[src/rtl/period_timer.sv]
`default_nettype none
// ============================================================================
//  Module   : period_timer
//  Purpose  : Programmable period timer with up or up/down (center-aligned)
//             counting, free-running or one-shot operation, and a shadowed
//             period register that takes effect only at a wrap event or start.
//  Revision : 1.0 - initial release
// ----------------------------------------------------------------------------
//  Ports
//    i_clk        in   1      clock, all logic on rising edge
//    i_res        in   1      synchronous active-high reset
//    i_en         in   1      count enable (level)
//    i_start      in   1      strobe: (re)start from 0, latch modes
//    i_stop       in   1      strobe: stop and clear count (wins over start)
//    i_oneshot    in   1      mode latched at start: stop after one period
//    i_center     in   1      mode latched at start: up/down counting
//    i_period     in   WIDTH  new period value
//    i_period_wr  in   1      strobe: write i_period to shadow
//    o_cnt        out  WIDTH  current count
//    o_dir        out  1      0 = up, 1 = down
//    o_tc         out  1      one-cycle terminal-count pulse
//    o_run        out  1      timer running
//    o_pend       out  1      shadow period awaiting transfer
// ============================================================================
module period_timer #(
  parameter int               WIDTH      = 24,
  parameter logic [WIDTH-1:0] RST_PERIOD = {WIDTH{1'b1}}
) (
  input  logic             i_clk,
  input  logic             i_res,
  input  logic             i_en,
  input  logic             i_start,
  input  logic             i_stop,
  input  logic             i_oneshot,
  input  logic             i_center,
  input  logic [WIDTH-1:0] i_period,
  input  logic             i_period_wr,
  output logic [WIDTH-1:0] o_cnt,
  output logic             o_dir,
  output logic             o_tc,
  output logic             o_run,
  output logic             o_pend
);

  localparam logic [WIDTH-1:0] C_ZERO = '0;
  localparam logic [WIDTH-1:0] C_ONE  = WIDTH'(1);

  logic [WIDTH-1:0] r_cnt;
  logic             r_dir;
  logic             r_tc;
  logic             r_run;
  logic             r_pend;
  logic [WIDTH-1:0] r_period;
  logic [WIDTH-1:0] r_shadow;
  logic             r_oneshot;
  logic             r_center;

  logic             w_step;
  logic             w_turn;
  logic             w_down;
  logic             w_wrap;
  logic             w_wrap_evt;
  logic [WIDTH-1:0] w_cnt_nxt;
  logic             w_dir_nxt;

  // Next-count datapath. In center mode the step taken at the top (cnt==P)
  // already counts downward, so P=1 wraps directly from 1 to 0 and the
  // period stays 2P. P=0 wraps on every enabled cycle in either mode.
  always_comb begin
    w_step    = r_run & i_en;
    w_turn    = r_center & ~r_dir & (r_cnt == r_period);
    w_down    = r_center & (r_dir | w_turn);
    w_wrap    = 1'b0;
    w_cnt_nxt = r_cnt;
    w_dir_nxt = r_dir;
    if (r_period == C_ZERO) begin
      w_wrap = 1'b1;
    end else if (r_center) begin
      w_wrap = w_down & (r_cnt == C_ONE);
    end else begin
      w_wrap = (r_cnt == r_period);
    end
    if (w_wrap) begin
      w_cnt_nxt = C_ZERO;
      w_dir_nxt = 1'b0;
    end else if (w_down) begin
      w_cnt_nxt = r_cnt - C_ONE;
      w_dir_nxt = 1'b1;
    end else begin
      w_cnt_nxt = r_cnt + C_ONE;
      w_dir_nxt = 1'b0;
    end
    w_wrap_evt = w_step & w_wrap;
  end

  always_ff @(posedge i_clk) begin
    if (i_res) begin
      r_cnt     <= C_ZERO;
      r_dir     <= 1'b0;
      r_tc      <= 1'b0;
      r_run     <= 1'b0;
      r_pend    <= 1'b0;
      r_period  <= RST_PERIOD;
      r_shadow  <= RST_PERIOD;
      r_oneshot <= 1'b0;
      r_center  <= 1'b0;
    end else begin
      r_tc <= 1'b0;
      if (i_stop) begin
        r_run <= 1'b0;
        r_cnt <= C_ZERO;
        r_dir <= 1'b0;
      end else if (i_start) begin
        // Restart abandons the current period without a tc pulse.
        r_run     <= 1'b1;
        r_cnt     <= C_ZERO;
        r_dir     <= 1'b0;
        r_oneshot <= i_oneshot;
        r_center  <= i_center;
        if (r_pend) begin
          r_period <= r_shadow;
          r_pend   <= 1'b0;
        end
      end else if (w_wrap_evt) begin
        r_cnt <= C_ZERO;
        r_dir <= 1'b0;
        r_tc  <= 1'b1;
        if (r_pend) begin
          r_period <= r_shadow;
          r_pend   <= 1'b0;
        end
        if (r_oneshot) begin
          r_run <= 1'b0;
        end
      end else if (w_step) begin
        r_cnt <= w_cnt_nxt;
        r_dir <= w_dir_nxt;
      end

      // A write issued alongside a transfer: the old shadow has already been
      // consumed above, the new value is kept pending. While idle the count
      // is 0, so loading the active period directly is always safe.
      if (i_period_wr) begin
        r_shadow <= i_period;
        if (r_run) begin
          r_pend <= 1'b1;
        end else begin
          r_period <= i_period;
          r_pend   <= 1'b0;
        end
      end
    end
  end

  assign o_cnt  = r_cnt;
  assign o_dir  = r_dir;
  assign o_tc   = r_tc;
  assign o_run  = r_run;
  assign o_pend = r_pend;

endmodule
`default_nettype wire

[config.mk]
export PLATFORM = sky130hd
export DESIGN_NAME = period_timer
export DESIGN_NICKNAME = d
export VERILOG_FILES = /design/src/rtl/period_timer.sv
export SDC_FILE = /design/constraint.sdc
export NUM_CORES = 1
export LEC_CHECK = 0
export ABC_AREA = 1
export CAP_MARGIN = 15
export CORE_MARGIN = 2
export CORE_UTILIZATION = 40
export DETAILED_ROUTE_END_ITERATION = 16
export GPL_ROUTABILITY_DRIVEN = 0
export HOLD_SLACK_MARGIN = 0.08
export PLACE_DENSITY_LB_ADDON = 0.15
export SLEW_MARGIN = 20
export SYNTH_ARGS = -nofsm -noshare
export SYNTH_HDL_FRONTEND = slang
export SYNTH_SLANG_ARGS = --single-unit
[constraint.sdc]
create_clock -name i_clk -period 2.62 [get_ports i_clk]
set_input_delay 0.786 -clock i_clk [delete_from_list [all_inputs] [get_ports i_clk]]
set_output_delay 0.786 -clock i_clk [all_outputs]
set_load 0.01 [all_outputs]
### Word-level counts from Yosys, hierarchy flattened

Index checks and enable logic that the tools add are counted.

* output and inout bits: 28
* flip-flop bits (word level): 78
* input port bits: 32
* logic and storage cells: 54

* equality and inequality tests: 3
* bitwise gates (word level): 9
* mux-type cells: 21
* add/subtract/negate cells: 2
* reduce and logical (&&, ||, !) cells: 10

Operator list (number)
* $mux W24: 8
* $add A24 B1 Y24 const B: 1
* $eq A24 B1 Y1 const B: 1
* $eq A24 B24 Y1: 1
* $logic_not A24 Y1: 1
* $sub A24 B1 Y24 const B: 1
* $mux W1: 13
* $and A1 B1 Y1: 6
* $reduce_and A2 Y1: 3
* $reduce_bool A2 Y1: 2
* $reduce_or A4 Y1: 1
* $reduce_bool A3 Y1: 1
* $reduce_or A3 Y1: 1
* $ne A2 B1 Y1 const B: 1
* $not A1 Y1: 2
* $reduce_or A2 Y1: 1
* $or A1 B1 Y1: 1

### Longest topological paths before layout

Gate-level depths: netlist of run 1.

* depth in word-level cells: 14
* mapped depth: 18
* depth with buffers taken out: 16

### Worst setup path after synthesis of run 1

Ideal clock, no wire load.

* kind: flip-flop to flip-flop
* start: register r_cnt[0] (netlist: o_cnt[0])
* end: register r_cnt[20] (netlist: o_cnt[20])
* slack: 697 ps
* stages on the path, launching flop included: 10
* setup time: 113 ps
* data arrival time: 1810 ps
* cell sequence: dfxtp_1 -> inv_1 -> ha_1 -> nand3_1 -> or2_2 -> or2_2 -> o31ai_2 -> nand3_1 -> nand2_1 -> nor2_2

* longest elaborated chain between the ends: 9

Ends and longest elaborated chain
* start: declaration: RTL line 48 `logic [WIDTH-1:0] r_cnt;`
* start signal: assignment: RTL line 136 `r_cnt <= w_cnt_nxt;`
* $eq A24 B24 Y1: RTL line 71, 81
* $and A1 B1 Y1: RTL line 71 `w_turn = r_center & ~r_dir & (r_cnt == r_period);`
* $or A1 B1 Y1: RTL line 72 `w_down = r_center & (r_dir | w_turn);`
* $and A1 B1 Y1: RTL line 72
* $and A1 B1 Y1: RTL line 79 `w_wrap = w_down & (r_cnt == C_ONE);`
* $mux W1: RTL line 78 `end else if (r_center) begin`
* $mux W1: RTL line 76 `if (r_period == C_ZERO) begin`
* $and A1 B1 Y1: RTL line 93 `w_wrap_evt = w_step & w_wrap;`
* $reduce_or A4 Y1 (no line)

Several ways; a longest one is shown, not always the timed one.
A chain may end at the register's enable or synchronous reset.

### Worst setup path after layout of run 1

* start: register r_cnt[20] (netlist: o_cnt[20])
* end: register r_cnt[17] (netlist: o_cnt[17])

The elaborated chain is that of the path after synthesis.

==> summary.md, run 1 <==
| Metric | Value |
|---|---|
| Initial antenna violation count | 0 |
| DRT Pass-1 Iters | 4 |
| Worst r2r path cells | 14 |
| Pin count of the biggest net entering global routing | 38 |
| Crit path from | o_cnt[20]$_SDFFE_PP0P_ |
| Synth Area per Inst | between 6 and 7 µm² |
| Post-DP HPWL | 10.1 mm |
| Non-filler instance count after layout | 942 |
| CTS tree | done |
| WP depth | 14 |
| Share of cells above drive strength 1 | roughly 8.4% |
| Rel. slew slack | between 60% and 70% |
| CP required | around 2.9 ns |
| Core Area | 11400 µm² |
| Crit path capture | o_cnt[17]$_SDFFE_PP0P_ |
| # Max-Cap Violations | 0 |
| Post-synth top area share | about 33% |
| Distinct cells, synth | 37 |
| Synthesized cell area | roughly 4700 µm² |
| Endpoints failing setup | 0 |
| Final Hold Fails | 0 |
| First-pass GRT wire length | ~22 mm |
| Setup TNS | 0 ns |
| Final Util | between 40% and 50% |
| Number of global-route vias before repair | 4457 |
| Crit-path max FO | 27 |
| Clock Latency Late Sink | approximately 0.35 ns |
| Crit share post-route | between 80% and 90% |
| Skew final | between 0.006 and 0.007 ns |
| Buf+Inv Stages, Crit Path | 2 |
| Antenna fix cells | 0 |
| DP Cell Count | between 900 and 1000 |
| Mean number of vias per cell | just over 5 |
| FF-to-FF setup slack | a little under 0.3 ns |
| P&R area growth vs syn | 21.1% |
| PortBufs | ~60 |
| Arrival time worst endpoint | 2.55 ns |
| DIE AREA | approximately 13000 µm² |
| Worst setup SP type | flop |
| Remaining DRCs | 0 |
| # IOs | 60 |
| Peak supply drop | 358 µV |
| Reg2reg start | o_cnt[20]$_SDFFE_PP0P_ |
| Longest Clk Path Bufs | 2 |
| Post-CTS setup buffer count | 0 |
| Vias | about 4800 |
| Finished Cell Area | roughly 5700 µm² |
| Final ANT Viol Nets | 0 |
| Top post-synthesis cells by area | dfxtp_1, nand2_1, nand3_1 |
| Fin nets | between 800 and 900 |
| Die Height | between 100 and 150 µm |
| Worst-margin pin slew | ~0.49 ns |
| Max incr delay on CP | between 0.4 and 0.5 ns |
| Row cnt | 39 |
| Clock Pin Slew Worst Setup and Hold Paths | 0.06 ns |
| CP max stage cell | dfxtp_1 |
| CP delay by family, top | simple AND/OR/NAND/NOR gates |
| Drt wl/cell | 13.9 µm |
| Slew Limit Fails | 0 |
| Overflow after GRT | 0 |
| Register area share after synthesis | 33.3% |
| Initial core utilization | between 40% and 50% |
| Syn. warnings | 0 |
| Max Fclk | around 430 MHz |
| Overall routing resource usage | between 20% and 30% |
| Clock sinks | 78 |
| Final min period | 2.32 ns |
| CTS root buf | clkbuf_16 |
| Leakage power | between 2 and 3 nW |
| Pwr per Cell Area | approximately 490 nW/µm² |
| Status | finished clean |
| Syn Inst Count | approximately 740 |
| #FFs+latches synth | 78 |
| Final total power | around 2.8 mW |
| Worst setup EP type | flop |
| Placed inst area | 5410 µm² |
| Syn_nets | slightly below 800 |
| Cts bufs inserted | 9 |
| Biggest area consumer among synthesized cells | dfxtp_1 |
| Initial DRC Count | between 200 and 300 |
| H-tree lvl count | 3 |
| RSZ-0062 raised after global routing | false |
| Aggregate routed wire length | roughly 13 mm |
| Crit-path cells | inv_1 -> nand2_1 -> nand2_1 -> nor2_1 -> nand2_1 -> nor2_1 -> nand3_2 -> nand2_2 -> nand2_4 -> clkinv_4 -> nand3_1 -> a21oi_1 -> xor2_1 -> nor2_1 |
| Gates resized, CTS repair | 0 |
| Setup Crit Path Kind | flop to flop |
| Hold Crit Class | flop to flop |
| Count of hold-fix buffers inserted at cts | 0 |
| FF-to-FF End | o_cnt[17]$_SDFFE_PP0P_ |
| Die Wd | about 110 µm |
cell type report:
cell class | count | area, µm²
clock buffer | 10 | 229
clock inverter | 6 | 38.8
fill | 1199 | 5740
inverter | 87 | 332
multi-input combinational | 536 | 2570
sequential | 78 | 1560
tap | 143 | 179
timing repair buffer | 82 | 763
cell usage after synthesis (all sizes together):
cell type / instances
a211oi: 1
a21oi: 56
buf: 20
clkbuf: 18
clkinv: 2
dfxtp: 78
ha: 3
inv: 85
nand2: 208
nand3: 80
nand4: 22
nor2: 82
nor3: 15
nor3b: 1
nor4: 6
o211ai: 2
o21ai: 33
o221ai: 1
o31ai: 3
or2: 2
xor2: 21
kinds of logic (layout without fill, tap and decap cells):
family	after synthesis	in the layout	synth area share, %
DFF	78	78	33.3
adders and majority gates	3	3	0.801
and+or+nand+nor	416	416	39.2
AOI/OAI and AO/OA	96	96	10.9
buffers and inverters	125	185	11.8
xor gates and xnor gates	21	21	3.92
power breakdown:
group,internal [mW],switching [mW]
Combinational,0.138,0.207
Sequential,1.25,0.0373
Clock,0.638,0.512
Total,2.02,0.756
placed cells by master (no fill, tap or decap), types with 13 or more instances in the layout:
cell	instances
clkdlybuf4s50_1	59
o21ai_0	27
nor3_1	13
buf_4	23
nand2_1	202
inv_1	77
xor2_1	21
dfxtp_1	78
a21oi_1	55
nand4_1	22
nand3_1	77
nor2_1	78
state kept, by name (all words and copies together), names as in the netlist:
name,count
r_shadow,24
o_run,1
o_dir,1
r_center,1
o_tc,1
o_pend,1
r_oneshot,1
r_period,24
o_cnt,24
per-layer routing:
layer | global-route usage (%) | part of all wire [%]
met5 | 0 | 0
met3 | 4.70 | 6.1
met4 | 7.56 | 2.3
met2 | 31.6 | 42
met1 | 30.5 | 49
how the worst min path moves through the flow:
stage                        startpoint  slack [ns]                        to  cells past startpoint
6_report         r_oneshot$_SDFFE_PP0P_        0.46    r_oneshot$_SDFFE_PP0P_                      2
5_1_grt          r_oneshot$_SDFFE_PP0P_        0.48    r_oneshot$_SDFFE_PP0P_                      2
4_1_cts        r_shadow[5]$_SDFFE_PP1P_        0.46  r_shadow[5]$_SDFFE_PP1P_                      2
3_5_place_dp   r_shadow[5]$_SDFFE_PP1P_        0.44  r_shadow[5]$_SDFFE_PP1P_                      2
3_3_place_gp   r_shadow[9]$_SDFFE_PP1P_        0.44  r_shadow[9]$_SDFFE_PP1P_                      2
2_1_floorplan  r_shadow[8]$_SDFFE_PP1P_        0.43  r_shadow[8]$_SDFFE_PP1P_                      2
worst reg2reg max path, cell delays in order, from the launching register on:
cell and delay (ns):
dfxtp_1 0.44, inv_1 0.16, nand2_1 0.08, nand2_1 0.04
nor2_1 0.08, nand2_1 0.07, nor2_1 0.15, nand3_2 0.11
nand2_2 0.10, nand2_4 0.19, clkinv_4 0.21, nand3_1 0.09
a21oi_1 0.24, xor2_1 0.19, nor2_1 0.06
through the flow:
stage          hold WS [ns]  setup WS [ns]
6_report              0.460          0.297
2_1_floorplan         0.429          0.697
4_1_cts               0.459          0.280
3_3_place_gp          0.442          0.304
3_5_place_dp          0.443          0.292
5_1_grt               0.485         0.0197
(Power assumes the default switching activity.)
==> run 2, diff against run 1 <==
CAP_MARGIN = 5   (was 15)
DONT_BUFFER_PORTS = 1   (was not set)
SLEW_MARGIN = not set   (was 20)
==> run 2 against run 1 <==
  * Via count decreased by 4.4%
  * Clock-buffer cell count down 1
  * First-iteration DRC count fell by 5.1%
  * Non-clock buffer count down 63
  * Worst hold slack worse by 0.0057 ns
  * Final cell count shrank 6.7%
  * Combinational power shrank 24%
  * Highest routed layer unchanged
==> summary.md, run 2 (synthesized netlist as in run 1, its figures left out) <==
| Metric | Value |
|---|---|
| Setup Crit Path Kind | flop to flop |
| Pwr per Cell Area | 554 nW/µm² (+13%) |
| Most frequent cells in the layout | nand2_1, nor2_1, inv_1, nand3_1, dfxtp_1 |
| Remaining DRCs | 0 (unchanged) |
| Setup TNS | 0 ns (unchanged) |
| Leakage power | 2.38 nW (-8.3%) |
| Final Util | 44.6% (-5.2 points) |
| Antenna fix cells | 0 (unchanged) |
| Worst hold margin | 0.454 ns (-0.00571 ns) |
| Final Hold Fails | 0 (unchanged) |
| Non-filler instance count after layout | 879 (-6.7%) |
| H-tree lvl count | 3 (unchanged) |
| Vias | 4580 (-4.4%) |
| Row cnt | 39 (unchanged) |
| Worst setup SP type | flop |
| Filler cells | 1234 (+2.9%) |
| Share of cells above drive strength 1 | 8.83% (+0.45 points) |
| Skew final | 0.0102 ns (+0.00368 ns) |
| RSZ-0062 raised after global routing | false |
| First-pass GRT wire length | 21.5 mm (-1.5%) |
| Drt wl/cell | 14.8 µm (+6.6%) |
| Cts bufs inserted | 9 (unchanged) |
| Overall routing resource usage | 21.0% (-0.24 points) |
| Post-DP HPWL | 9.90 mm (-1.5%) |
| Number of global-route vias before repair | 4295 (-3.6%) |
| # Max-Cap Violations | 0 (unchanged) |
| Mean number of vias per cell | 5.21 (+2.4%) |
| Comb pwr share | 9.3% (-3.1 points) |
| Initial DRC Count | 277 (-5.1%) |
| Setup Slack @ Placement | 0.228 ns (-0.0644 ns) |
| Count of hold-fix buffers inserted at cts | 0 (unchanged) |
| Hold Crit Class | flop to flop |
| Slew Limit Fails | 0 (unchanged) |
| PortBufs | 0 (-100%) |
| Clock sinks | 78 (unchanged) |
| Die Height | 112 µm (unchanged) |
| CP required | 2.84 ns (about the same) |
| Crit share post-route | 91.3% (+2.6 points) |
| Clock share of power | 45.1% (+3.7 points) |
| DP Cell Count | 863 (-6.8%) |
| Final min period | 2.39 ns (+0.0687 ns) |
| Die Wd | 112 µm (unchanged) |
| Rel. slew slack | 56.7% (-10 points) |
| Placed inst area | 4790 µm² (-11%) |
| Worst setup EP type | flop |
| Clock Latency Late Sink | 0.35 ns (about the same) |
| Core Area | 11400 µm² (unchanged) |
| # IOs | 60 (unchanged) |
| Final ANT Viol Nets | 0 (unchanged) |
| Finished Cell Area | 5090 µm² (-10%) |
| P&R area growth vs syn | 8.54% |
| Pin count of the biggest net entering global routing | 41 (+7.9%) |
| CTS tree | done |
| Int Power | 2.08 mW (+2.8%) |
| DRT Pass-1 Iters | 5 (+1) |
| Reg power frac | 45.6% (-0.6 points) |
| CTS root buf | clkbuf_16 |
| Fin nets | 766 (-7.6%) |
| Most common cell after layout, fill and taps aside | nand2_1 |
| Worst-margin pin slew | 0.648 ns (+0.153 ns) |
| Clock Pin Slew Worst Setup and Hold Paths | 0.07 ns (about the same) |
| Final setup margin | 0.229 ns (-0.0687 ns) |
| DIE AREA | 12600 µm² (unchanged) |
| Crit-path max FO | 27 (unchanged) |
| Max Fclk | 418 MHz (-2.9%) |
| Initial core utilization | 41.1% (unchanged) |
| Aggregate routed wire length | 13.0 mm (-0.57%) |
| Longest Clk Path Bufs | 2 (unchanged) |
| Peak supply drop | 262 µV (-27%) |
| Final total power | 2.82 mW (+1.5%) |
| Endpoints failing setup | 0 (unchanged) |
| Arrival time worst endpoint | 2.62 ns (+0.07 ns) |
| Psw | 0.743 mW (-1.8%) |
| Initial antenna violation count | 0 (unchanged) |
| Switching Fraction | 26.3% (-0.88 points) |
| Overflow after GRT | 0 (unchanged) |
| Status | finished clean |
[run 2: area by class of cell]
cell class	instances	area, µm²	area share [%]
tap	143	179	3.52
sequential	78	1560	30.7
clock buffer	9	225	4.42
inverter	87	332	6.51
timing repair buffer	19	143	2.80
clock inverter	7	73.8	1.45
multi-input combinational	536	2570	50.6
[run 2: layer usage]
layer | track usage (%) | wire length [µm]
met5 | 0 | 0
met4 | 6.26 | 197
met3 | 6.16 | 1110
met2 | 31.2 | 5580
met1 | 29.7 | 6130
[run 2: path summary, 6_finish.rpt]
kind | start | end | slack (ns) | cells after the start
min reg2reg | r_shadow[15]$_SDFFE_PP1P_ | r_shadow[15]$_SDFFE_PP1P_ | 0.45 | 2
max reg2reg | o_cnt[14]$_SDFFE_PP0P_ | o_cnt[17]$_SDFFE_PP0P_ | 0.23 | 14
min | r_shadow[15]$_SDFFE_PP1P_ | r_shadow[15]$_SDFFE_PP1P_ | 0.45 | 2
max | o_cnt[14]$_SDFFE_PP0P_ | o_cnt[17]$_SDFFE_PP0P_ | 0.23 | 14
[run 2: worst max-delay path, stage by stage, from the launching register on]
cell	delay, ns
dfxtp_1	0.59
inv_1	0.08
nand2_1	0.07
nand2_1	0.04
nor2_1	0.10
nand2_1	0.06
nor2_1	0.17
nand3_2	0.11
nand2_2	0.10
nand2_4	0.18
clkinv_4	0.19
nand3_1	0.10
a21oi_1	0.24
xor2_1	0.17
nor2_1	0.05
[run 2: what timing repair did]
item                                    CTS  global route
buffers inserted                          0             0
endpoints found under the setup margin    0             1
resized for setup                         0             1
[run 2: power groups by stage]
stage | Combinational (mW) | Clock, mW | Sequential (mW)
2_1_floorplan | 0.228 | 0 | 1.30
3_3_place_gp | 0.257 | 0 | 1.31
3_5_place_dp | 0.259 | 0 | 1.31
4_1_cts | 0.261 | 1.30 | 1.29
5_1_grt | 0.304 | 1.35 | 1.29
6_report | 0.262 | 1.27 | 1.29
==> patch 1, RTL diff (settings of run 2) <==
`WIDTH`: 24 -> 28.
--- a/src/rtl/period_timer.sv
+++ b/src/rtl/period_timer.sv
@@ -24,5 +24,5 @@
 // ============================================================================
 module period_timer #(
-  parameter int               WIDTH      = 24,
+  parameter int               WIDTH      = 28,
   parameter logic [WIDTH-1:0] RST_PERIOD = {WIDTH{1'b1}}
 ) (
Interface: changed (resized i_period and o_cnt); port bits go from 60 to 68. The function was not compared with the original's and may differ.
==> patch 1 against run 2 <==
  * Count of clock-buffer cells in the layout up 2
  * Worst setup slack improved by 5.8 ps
  * Via count rose by 22%
  * Sequential cell count grew 12
  * Hold slack improved by 0.84 ps
  * Synthesized area grew 15%
  * Routed wire length grew 31%
  * Non-clock buffer count rose by 14
  * Cell area rose by 17%
  * Power up 13%
  * Synthesized cell count increased by 17%
==> patch 1: results (changes against run 2) <==
* Clk_skew at 8.13 ps (-2.02 ps)
* Clock sinks at 90 (+15%)
* Outcome: complete, no violations
* Largest net degree at the start of global routing at 51 (+24%)
* Met1 wire length at 7890 um (+29%)
* Leak at 2.82 nW (+18%)
* Dpl hpwl at 13100 um (+32%)
* # rows at 42 (+7.7%)
* Worst path max stage delay at 370 ps (-220 ps)
* P per Cell Area at 534 mW/mm^2 (-3.6%)
* Max VDD drop at 0.000371 V (+42%)
* Sequential share of power at 46.8% (+1.2 points)
* Vias at 5582 (+22%)
* Final non-filler cell total at 1048 (+19%)
* Sequential logic power at 1.49 mW (+16%)
* Non-clock buffer share at 4.37% (+1.6 points)
* Register area at 0.00181 sq mm (+16%)
* Comb_multi_in at 628 (+17%)
* Sequential fraction of the synthesis area at 33.5% (+0.20 points)
* 1st-iter DRT viols at 516 (+86%)
* First-pass GRT wire length at 27700 um (+29%)
* Worst-path clk slew at 70 ps (about the same)
* Routed wire length at 17100 um (+31%)
* Clock network share of area at 5.10% (-0.77 points)
* CP max stage cell: dfxtp_2
* DP Cell Count at 1032 (+20%)
* GRT Total Usage at 24.6% (+3.5 points)
* Slew headroom at 61.5% (+4.7 points)
* Fraction of layout cells with a size suffix above 1 at 9.40% (+0.57 points)
* NumNets Final at 906 (+18%)
* CLK BUF at 11 (+2)
* Grt met2 use at 37.5% (+6.3 points)
* Post-Place Cell Area at 0.00563 sq mm (+18%)
* Setup slack at placement at 182 ps (-45.5 ps)
* Multi-input gate area at 0.00297 sq mm (+15%)
* Post-Syn Nets at 903 (+17%)
* Top post-synthesis cells by count: nand2_1, inv_1, dfxtp_1
* Vias in the first global route at 5257 (+22%)
* Routed met2 length at 7480 um (+34%)
* Fillers at 1433 (+16%)
* Synth top area cells: dfxtp_1, nand2_1, nand3_1
* Mean Syn Cell Area at 6.23 sq um (-1.9%)
[patch 1: changes by cell type in the layout (fill, tap and decap cells not counted), moves of 4 or more]
cell	before	now
inv_1	77	93
o21ai_0	28	46
xnor2_1	0	4
a31oi_1	0	6
nand2_1	202	250
o21ai_1	5	13
xor2_1	21	15
a21oi_1	55	61
buf_4	19	32
nor2_1	78	86
dfxtp_1	77	83
dfxtp_2	1	7
nand4_1	22	29
[patch 1: worst paths after layout]
kind                                   start            to  slack, ps  cells after the start
worst max register to register     o_cnt[14]  r_period[24]        230                     13
worst min register to register  r_shadow[18]  r_shadow[18]        450                      2
worst min-delay path            r_shadow[18]  r_shadow[18]        450                      2
worst max-delay path               o_cnt[14]  r_period[24]        230                     13
[patch 1: kinds of logic (layout without fill, tap and decap cells)]
family          Yosys count  count (layout)  share of synthesized area, %
fa+ha+maj                 3               3                         0.698
compound gates          135             135                          13.4
flops                    90              90                          33.5
buf+inv                 146             154                          11.6
simple gates            471             471                          37.8
xor+xnor                 19              19                          3.09
==> patch 2, RTL diff (flow settings as in run 2) <==
Without the edit above. Register the output `o_cnt` once more; this adds one clock of latency there. The other outputs are not delayed to match.
--- a/src/rtl/period_timer.sv
+++ b/src/rtl/period_timer.sv
@@ -153,5 +153,7 @@
   end
 
-  assign o_cnt  = r_cnt;
+  always_ff @(posedge i_clk) begin
+    o_cnt <= r_cnt;
+  end
   assign o_dir  = r_dir;
   assign o_tc   = r_tc;
Function: changed (a bounded check fails within 4 cycles, from zero or initial values).
==> patch 2 against run 2 <==
  * Sequential power rose by 28%
  * Synthesized area increased by 11%
  * Power up 16%
  * Routed wire length grew 1.9%
  * Non-clock buffer count fell by 7
  * Worst setup slack improved by 53 ps
  * First-iteration DRC count down 1.8%
  * Global-route usage decreased by 1.2 points
  * Clock skew up 2.3 ps
  * Combinational power decreased by 2%
  * Via count up 1.6%
  * Cell area rose by 9.4%
  * Synthesized cell count increased by 3.7%
  * Sequential cell count increased by 24
  * Critical path type unchanged
  * Critical endpoint is now r_period[15]
  * Largest cell class unchanged
  * Largest power group unchanged
  * Highest routed layer unchanged
==> patch 2: results (changes against run 2) <==
* Slew headroom at 48.6% (-8.1 points)
* Int Power at 2.44 mW (+18%)
* Worst Path Arrival at 2610 ps (about the same)
* Outcome: complete, no violations
* Post-Place Cell Area at 0.00527 sq mm (+10%)
* Post-Syn Nets at 801 (+3.5%)
* Maxcap violations at 0 (unchanged)
* Post-synthesis cell type count at 35 (-5.4%)
* Clock sinks at 102 (+31%)
* Final non-filler cell total at 927 (+5.5%)
* WL per Instance at 14.3 um (-3.4%)
* Fraction of area in registers at 36.7% (+6.0 points)
* Sequential share of power at 50.5% (+4.9 points)
* Setup slack at placement at 266 ps (+38.3 ps)
* NumNets Final at 785 (+2.5%)
* Fraction of layout cells with a size suffix above 1 at 8.48% (-0.35 points)
* Clock network share of area at 5.35% (-0.53 points)
* Compound-Gate Fraction of Synth Area at 11.7% (+0.77 points)
* Worst-path clk slew at 80 ps
* Power Combinational at 257 uW (-2%)
* Worst-path fanout max at 26 (-3.7%)
* Design Area, Final at 0.00557 sq mm (+9.4%)
* Fillers at 1370 (+11%)
* Worst path max stage delay at 560 ps (-30 ps)
* Max VDD drop at 0.000344 V (+31%)
* Synth top area cells: dfxtp_1, nand2_1, nor2_1
* Dpl hpwl at 9850 um (-0.55%)
* Vias at 4651 (+1.6%)
* Multi-input gate area at 0.00260 sq mm (+1.0%)
* Largest net degree at the start of global routing at 57 (+39%)
* Count of non-CTS buffers in the layout at 12 (-7)
* Post-synthesis xor/xnor area fraction at 3.37% (-0.55 points)
* Cells after Synth at 766 (+3.7%)
* Vias in the first global route at 4257 (-0.88%)
* First-pass GRT wire length at 22300 um (+3.6%)
* Inverters at 86 (-1.1%)
* Clk_skew at 12.4 ps (+2.25 ps)
* Leak at 2.58 nW (+8.0%)
* Area delta synth->final at 7.30%
* Sequential fraction of the synthesis area at 39.3% (+6.0 points)
* GRT Total Usage at 19.9% (-1.2 points)
* Post-synthesis adder-cell area fraction at 0.723% (-0.077 points)
* 1st-iter DRT viols at 272 (-1.8%)
* Comb_multi_in at 539 (+0.56%)
* Setup_tns at 0 ps (unchanged)
* Async S/R FF share, synth at 0% (unchanged)
* DP Cell Count at 911 (+5.6%)
* Top post-synthesis cells by count: nand2_1, dfxtp_1, nor2_1
* Comb pwr share at 7.9% (-1.4 points)
* Non-clock buffer share at 1.62% (-1.2 points)
-- patch 2: cell count changes after synthesis, moves of 4 or more --
cell | before | now
nor3_1 | 13 | 8
nand2_1 | 202 | 210
dfxtp_1 | 78 | 102
buf_2 | 8 | 12
inv_2 | 8 | 16
nor2_1 | 78 | 86
nand3_1 | 77 | 60
a31oi_1 | 0 | 14
o21ai_0 | 28 | 39
a21oi_1 | 55 | 37
inv_1 | 77 | 66
-- patch 2: worst paths after layout --
kind	startpoint	end	slack (ps)	cells past startpoint
min reg2reg	r_cnt[17]	o_cnt[17]	430	0
max	r_cnt[9]	r_period[15]	280	16
min	r_cnt[17]	o_cnt[17]	430	0
max reg2reg	r_cnt[9]	r_period[15]	280	16
-- patch 2: layer usage --
metal / part of all wire (%) / GRT usage (%) / vias to the layer above / routed length [um]
met5: 0 / 0 / - / 0
met4: 1.7 / 7.68 / 0 / 230
met3: 5.2 / 3.59 / 12 / 690
met2: 42 / 28.8 / 122 / 5570
met1: 51 / 29.1 / 2071 / 6770
li1: - / - / 2446 / -
